`config.mk`:
```
export PLATFORM = sky130hd
export DESIGN_NAME = packet_framer
export DESIGN_NICKNAME = d
export VERILOG_FILES = /design/src/rtl/packet_framer.sv
export SDC_FILE = /design/constraint.sdc
export NUM_CORES = 1
export LEC_CHECK = 0
export CAP_MARGIN = 10
export CORE_ASPECT_RATIO = 0.6
export CORE_MARGIN = 4
export CORE_UTILIZATION = 49
export DETAILED_ROUTE_END_ITERATION = 10
export PLACE_DENSITY = 0.8
export SLEW_MARGIN = 20
export SYNTH_ARGS = -nofsm -noshare
export SYNTH_HDL_FRONTEND = slang
export SYNTH_SLANG_ARGS = --single-unit
```
`constraint.sdc`:
```
create_clock -name clk -period 2.3 [get_ports clk]
set_input_delay 0.46 -clock clk [delete_from_list [all_inputs] [get_ports clk]]
set_output_delay 0.46 -clock clk [all_outputs]
set_load 0.005 [all_outputs]
```
`src/rtl/packet_framer.sv`:
```
// Word-to-packet framer: a fill buffer collects words and a hold buffer presents
// closed packets to the consumer until they are acknowledged.
module packet_framer #(
  parameter int                    WORD_WIDTH   = 8,
  parameter int                    PACKET_WIDTH = 4,
  parameter int                    TIMEOUT      = 0,
  parameter logic [WORD_WIDTH-1:0] PAD_WORD     = '0
) (
  input  logic                               clk,
  input  logic                               rst,
  input  logic [WORD_WIDTH-1:0]              word,
  input  logic                               write,
  input  logic                               flush,
  input  logic                               ack,
  output logic [PACKET_WIDTH*WORD_WIDTH-1:0] sys_packet,
  output logic [$clog2(PACKET_WIDTH+1)-1:0]  packet_len,
  output logic                               send,
  output logic                               overflow
);
  localparam int LW = $clog2(PACKET_WIDTH+1);
  localparam int CW = (TIMEOUT > 0) ? $clog2(TIMEOUT+1) : 1;

  typedef enum logic {FILLING, CLOSED} fill_e;
  typedef enum logic {EMPTY, VALID}    hold_e;

  fill_e r_fst, w_fst_nxt;
  hold_e r_hst, w_hst_nxt;

  logic [PACKET_WIDTH-1:0][WORD_WIDTH-1:0] r_fill, w_fill_nxt;
  logic [PACKET_WIDTH-1:0][WORD_WIDTH-1:0] r_hold, w_hold_nxt;
  logic [PACKET_WIDTH-1:0][WORD_WIDTH-1:0] w_pkt;
  logic [LW-1:0] r_idx, w_idx_nxt;
  logic [LW-1:0] r_clen, w_clen_nxt;
  logic [LW-1:0] r_hlen, w_hlen_nxt;
  logic [LW-1:0] w_len;
  logic          r_ovf, w_ovf_nxt;
  logic          w_free, w_last, w_close, w_to;

  // Hold can take a new packet if empty or being acknowledged on this edge.
  assign w_free  = (r_hst == EMPTY) || ack;
  assign w_last  = write && (r_idx == LW'(PACKET_WIDTH-1));
  assign w_len   = r_idx + {{(LW-1){1'b0}}, write};
  assign w_close = (r_fst == FILLING) &&
                   (w_last || (flush && ((r_idx != '0) || write)) || w_to);

  generate
    if (TIMEOUT > 0) begin : g_to
      logic [CW-1:0] r_idle;
      always_ff @(posedge clk or posedge rst) begin
        if (rst)
          r_idle <= '0;
        else if ((r_fst != FILLING) || write || (r_idx == '0) || w_close)
          r_idle <= '0;
        else
          r_idle <= r_idle + CW'(1);
      end
      assign w_to = (r_fst == FILLING) && !write && (r_idx != '0) &&
                    (r_idle == CW'(TIMEOUT-1));
    end else begin : g_no_to
      assign w_to = 1'b0;
    end
  endgenerate

  // Packet image as it would look after this cycle's write, padded past w_len.
  always_comb begin
    w_pkt = '0;
    for (int i = 0; i < PACKET_WIDTH; i++) begin
      if (LW'(i) < w_len)
        w_pkt[i] = (write && (LW'(i) == r_idx)) ? word : r_fill[i];
      else
        w_pkt[i] = PAD_WORD;
    end
  end

  always_comb begin
    w_fst_nxt  = r_fst;
    w_hst_nxt  = r_hst;
    w_fill_nxt = r_fill;
    w_idx_nxt  = r_idx;
    w_clen_nxt = r_clen;
    w_hold_nxt = r_hold;
    w_hlen_nxt = r_hlen;
    w_ovf_nxt  = 1'b0;
    if ((r_hst == VALID) && ack)
      w_hst_nxt = EMPTY;
    case (r_fst)
      FILLING: begin
        if (write) begin
          for (int i = 0; i < PACKET_WIDTH; i++)
            if (LW'(i) == r_idx) w_fill_nxt[i] = word;
          w_idx_nxt = r_idx + LW'(1);
        end
        if (w_close) begin
          w_idx_nxt = '0;
          if (w_free) begin
            w_hold_nxt = w_pkt;
            w_hlen_nxt = w_len;
            w_hst_nxt  = VALID;
          end else begin
            w_fill_nxt = w_pkt;
            w_clen_nxt = w_len;
            w_fst_nxt  = CLOSED;
          end
        end
      end
      CLOSED: begin
        // Writes are dropped here, including on the edge the packet leaves.
        w_ovf_nxt = write;
        if (w_free) begin
          w_hold_nxt = r_fill;
          w_hlen_nxt = r_clen;
          w_hst_nxt  = VALID;
          w_fst_nxt  = FILLING;
          w_idx_nxt  = '0;
        end
      end
      default: w_fst_nxt = FILLING;
    endcase
  end

  always_ff @(posedge clk or posedge rst) begin
    if (rst) begin
      r_fst  <= FILLING;
      r_hst  <= EMPTY;
      r_fill <= '0;
      r_hold <= '0;
      r_idx  <= '0;
      r_clen <= '0;
      r_hlen <= '0;
      r_ovf  <= 1'b0;
    end else begin
      r_fst  <= w_fst_nxt;
      r_hst  <= w_hst_nxt;
      r_fill <= w_fill_nxt;
      r_hold <= w_hold_nxt;
      r_idx  <= w_idx_nxt;
      r_clen <= w_clen_nxt;
      r_hlen <= w_hlen_nxt;
      r_ovf  <= w_ovf_nxt;
    end
  end

  assign sys_packet = r_hold;
  assign packet_len = r_hlen;
  assign send       = (r_hst == VALID);
  assign overflow   = r_ovf;
endmodule

```
-- After elaboration in Yosys (flattened, before gate mapping)
Index checks and enable logic that the tools add are counted.
- flip-flop bits (word level): 76
- input port bits: 13
- output and inout port bits: 37
- word-level logic and storage cells: 82
- add/sub/neg operators: 2
- order comparisons: 4
- eq/ne operators: 8
- mux-type cells: 35
- bitwise gates (word level): 3
- reduce and logical (&&, ||, !) cells: 16
- operators with widths (kind ; number):
    32-bit two-way mux ; 6
    8-bit two-way mux ; 12
    32-bit case mux with 2 select lines ; 1
    3-bit two-way mux ; 6
    3-bit case mux with 2 select lines ; 2
    1-bit logical AND ; 8
    2-bit by 3-bit equality test with 1-bit output (first input constant) ; 2
    1-bit by 3-bit < comparator with 1-bit output (first input constant) ; 2
    2-bit by 3-bit < comparator with 1-bit output (first input constant) ; 2
    1-bit two-way mux ; 6
    3-bit AND reduction ; 2
    2-bit != test (second input constant) ; 2
    1-bit case mux with 2 select lines ; 2
    3-bit by 1-bit adder with 3-bit output ; 1
    3-bit by 1-bit adder with 3-bit output (second input constant) ; 1
    1-bit by 3-bit equality test with 1-bit output (first input constant) ; 1
    3-bit by 2-bit equality test with 1-bit output (second input constant) ; 1
    3-bit logical NOT ; 1
    1-bit logical OR ; 3
    3-bit != test (second input constant) ; 1
    1-bit NOT ; 3
    3-bit nonzero test ; 1
    2-bit by 1-bit != test with 1-bit output (second input constant) ; 1
    2-bit AND reduction ; 1

-- Logic depth before layout (Yosys ltp)
Gate-level depths: netlist of run 1.
- word-level depth: 7
- depth in mapped cells: 8
- gate-level depth less buffers: 6

-- Least setup slack after synthesis of run 1
No wires, ideal clock.
- path kind: input to register
- start point: in write
- end point: reg r_fill[0] (netlist name)
- setup time: 132 ps
- arrival: 1847 ps
- data required time: 2168 ps
- path slack: 321 ps
- cell stages on the path: 5
- path buffers: 0
- cells stage by stage: ha_1 ha_1 or4_1 o21ai_2 o21ai_0
- cells in the longest elaborated chain, start to end: 5
- elaborated cells between the ends (all ways): 13
- classes of those cells: add/sub (1); order compare (1); mux (5); reduce/logical (6)
- ends and longest elaborated chain (what ; line ; source):
    start: declaration ; 12 ; input logic write,
    3-bit by 1-bit adder with 3-bit output ; 42 ; assign w_len = r_idx + {{(LW-1){1'b0}}, write};
    named net w_len[1] ; 35 ; logic [LW-1:0] w_len;
    1-bit by 3-bit < comparator with 1-bit output ; 68 ; if (LW'(i) < w_len)
    8-bit two-way mux ; 68 ;
    32-bit two-way mux ; 95 ; if (w_free) begin
    32-bit two-way mux ; 93 ; if (w_close) begin
    end signal: assignment ; 134 ; r_fill <= w_fill_nxt;
    end: declaration ; 29 ; logic [PACKET_WIDTH-1:0][WORD_WIDTH-1:0] r_fill, w_fill_nxt;
The timed path passes the listed nets, and every way through them passes these cells.
A chain may end at the register's enable or synchronous reset.

-- Final worst setup path of run 1
- start point: in write
- end point: reg r_fill[7] (netlist name)
- cells in the longest elaborated chain, start to end: 5
- elaborated cells between the ends (all ways): 13
- classes of those cells: add/sub (1); order compare (1); mux (5); reduce/logical (6)
- ends and longest elaborated chain (what ; line):
    3-bit by 1-bit adder with 3-bit output, or another cell as far along ; 42
    1-bit by 3-bit < comparator with 1-bit output, or another cell as far along ; 68
    8-bit two-way mux or 1-bit logical OR (tied branches) ; 68, 44
    32-bit two-way mux or 1-bit logical AND (tied branches) ; 95, 43
    32-bit two-way mux (*) ; 93
Mark *: on every way between the ends. The rest lies on a longest branch, timed or not.

==> results.toml, run 1 <==
[status]
status = "finished, final reports clean"

[critical_path]
critPathLaunchType = "input pin"
timing.rr.end = "r_fill[21]"
cp-end-kind = "register"
crit_path_top_delay_cell = "or4_4"
cp_max_fo = 8
crit_required_ps = 2500
worstSetupPathType = "input pin to register"
reg2reg_depth = 8
crit_arrival_ps = 2340
r2r_slack_ps = 160
critPathMaxStageDelay_ps = 450
crit_chain = "clkdlybuf4s50_1, ha_1, ha_2, xor2_2, or4_4, o21ai_4, o21ai_0"
rr_startpoint = "r_idx[0]"

[floorplanning]
start_util_pct = 50.4
io_pins = 50
dieArea_mm2 = 0.00896
fp.dieW_um = 120
die_h_um = 74.9
rows = 24
design.core.area_mm2 = 0.00727

[yosys]
synth_seq_cells = 76
synth_most_common_cell = "dfrtp_1"
yosys.area.top_type = "dfrtp_1"
synth-async-reset-ratio_pct = 100
seq_area_frac_synth_pct = 52.0
synth_cell_type_count = 38
synth_common_cells = "dfrtp_1 (76), o21ai_0 (51), mux2_2 (36)"
syn_nets = 327
synthFlopType = "dfrtp_1"
synth_top_area_share_pct = 52.0
avgSynthCellArea_um2 = 11.9
ys_warn_count = 0
synth_edf_count = 0
synthTopCellsByArea = "dfrtp_1 (52%), mux2_2 (11%), mux2i_1 (9.0%), o21ai_0 (7.0%), nand2_1 (3.0%)"
syn_area_mm2 = 0.00366
syn_inst = 307

[power_and_ir_drop]
p_per_area_mw_per_mm2 = 1310
p_total_mw = 6.15
p_leak_nw = 2.29
ir_drop_uv = 792

[grt]
antenna_found_initial = 0
grt_pass1_vias = 2610
grt_pass1_wl_mm = 13.4
grt_usage_pct = 19.8
grt.overflow.total = 0
grt_max_degree = 77

[cts]
htreeDepth = 3
clockBufferDepth = 2
clk-insertion-delay-late_ps = 330
cts_tree = "yes"
path_clk_slew_ps = 50
cts.sinks = 76
root_buffer = "clkbuf_16"
numCtsBuffers = 9
holdBufCountCts = 0

[finish]
syn_to_final_growth_pct = 28.5
n_fill_cell = 592
diodes = 0
nets = 404
final_util_pct = 64.7
fin_cells = 491
drive_gt1_share_pct = 24.0

[min_path]
hold_path_startpoint = "sys_packet[8]"
worstHoldPathCells = 1
holdPathEnd = "sys_packet[8]"
hp-class = "register to register"

[sta]
min_period_over_period_pct = 93.0
fmax_ghz = 0.468
max_slew_margin_pct = 67.7
fin_hold_ws_ps = 486
fin_worst_skew_ps = 2.39
max_slew.worst_pin.slew_ps = 484
setup_violations = 0
setup_tns_ps = 0
drv_slew = 0
min_period_ps = 2140
finalHoldViolCount = 0
rsz0062_at_grt = "false"

[placement]
place_inst = 477
io_buffer_count = 49
place.gp.congestion = 0.818
hpwl_mm = 5.95

[route]
antenna_left = 0
vias = 2650
vias_per_cell = 5.40
first_pass_iters = 4
route.detailed.drc = 0
drt_iter0_drc = 200
post_drt_wl_per_cell_um = 17.1
wl_mm = 8.39

[job]
maxCapViolations = 0
layout by cell type, fill, tap and decap left out, types with 2 or more instances in the layout:
| cell type | count |
|---|---|
| a22o_1 | 8 |
| inv_1 | 5 |
| clkbuf_16 | 9 |
| dfrtp_1 | 76 |
| clkdlybuf4s50_1 | 49 |
| mux2_1 | 3 |
| nor2_1 | 11 |
| nand3b_1 | 4 |
| ha_1 | 6 |
| o31ai_1 | 2 |
| buf_4 | 29 |
| and2_1 | 2 |
| mux2_2 | 36 |
| mux2i_1 | 33 |
| o21ai_0 | 50 |
| o21ai_1 | 4 |
| nand2_1 | 29 |
| nand3_1 | 4 |
| clkinv_2 | 3 |
cell families (layout without fill, tap and decap cells):
logic type	after synthesis	after routing	share of synthesized area, %
compound gates	73	73	12.5
simple gates	57	57	7.90
fa+ha+maj	7	7	2.39
buf+inv	19	99	3.04
flops	76	76	52.0
mux	72	72	21.0
xor+xnor	3	3	1.13
what timing repair did:
action | CTS | global route
resized for setup | 0 | 4
endpoints found under the setup margin | 0 | 9
buffers inserted | 0 | 0
final cells by class:
cell class,instances,area (um2),area share [%]
Clock buffer,11,243,5.16
Clock inverter,3,15.0,0.319
Inverter,6,26.3,0.559
Multi-Input combinational cell,212,1660,35.3
Sequential cell,76,1900,40.4
Tap cell,104,130,2.77
Timing Repair Buffer,79,728,15.5
through the flow:
stage	instance area [um2]	setup slack [ps]
final	4700	162
after global routing	4700	42.3
after CTS	4690	20.0
after detailed placement	4430	-316
after global placement	4430	-213
after floorplan	3660	321
power breakdown:
part           leakage (nW)  switching (mW)  internal, mW
logic                  1.15            1.28          1.44
registers              1.01           0.319          1.87
clock network         0.131           0.501         0.741
metal layers:
metal	global-route usage (%)	wire (um)	up-vias
met4	3.68	59	0
met3	8.18	521	5
li1	-	-	1256
met5	0	0	-
met2	29.5	3710	69
met1	27.8	4100	1320
sequential cells by signal (all words and copies together), names as in the netlist:
register    count
r_fill         32
r_fst           1
r_idx           3
r_clen          3
send            1
sys_packet     32
packet_len      3
overflow        1
worst max path at each step:
stage,start,endpoint,slack (ps),cells past startpoint
finish,write,r_fill[7],160,7
CTS,write,r_fill[3],20,7
global route,r_idx[0],r_fill[21],40,8
global placement,write,r_fill[4],-210,7
detailed placement,write,r_fill[3],-320,7
floorplan,write,r_fill[0],320,5
critical path: cells and delay by family:
| family | cells | cell delay [ps] |
|---|---|---|
| simple gates | 1 | 450 |
| buf+inv | 1 | 430 |
| fa+ha+maj | 2 | 420 |
| compound gates | 2 | 400 |
| xor+xnor | 1 | 180 |
Note: power is estimated with default switching activity, not from simulation.
==> run 2: changes to the inputs <==
Settings changed: GPL_ROUTABILITY_DRIVEN set to 0.
==> results of run 2 <==
The final DEF is identical to that of run 1; final timing and power are the same.
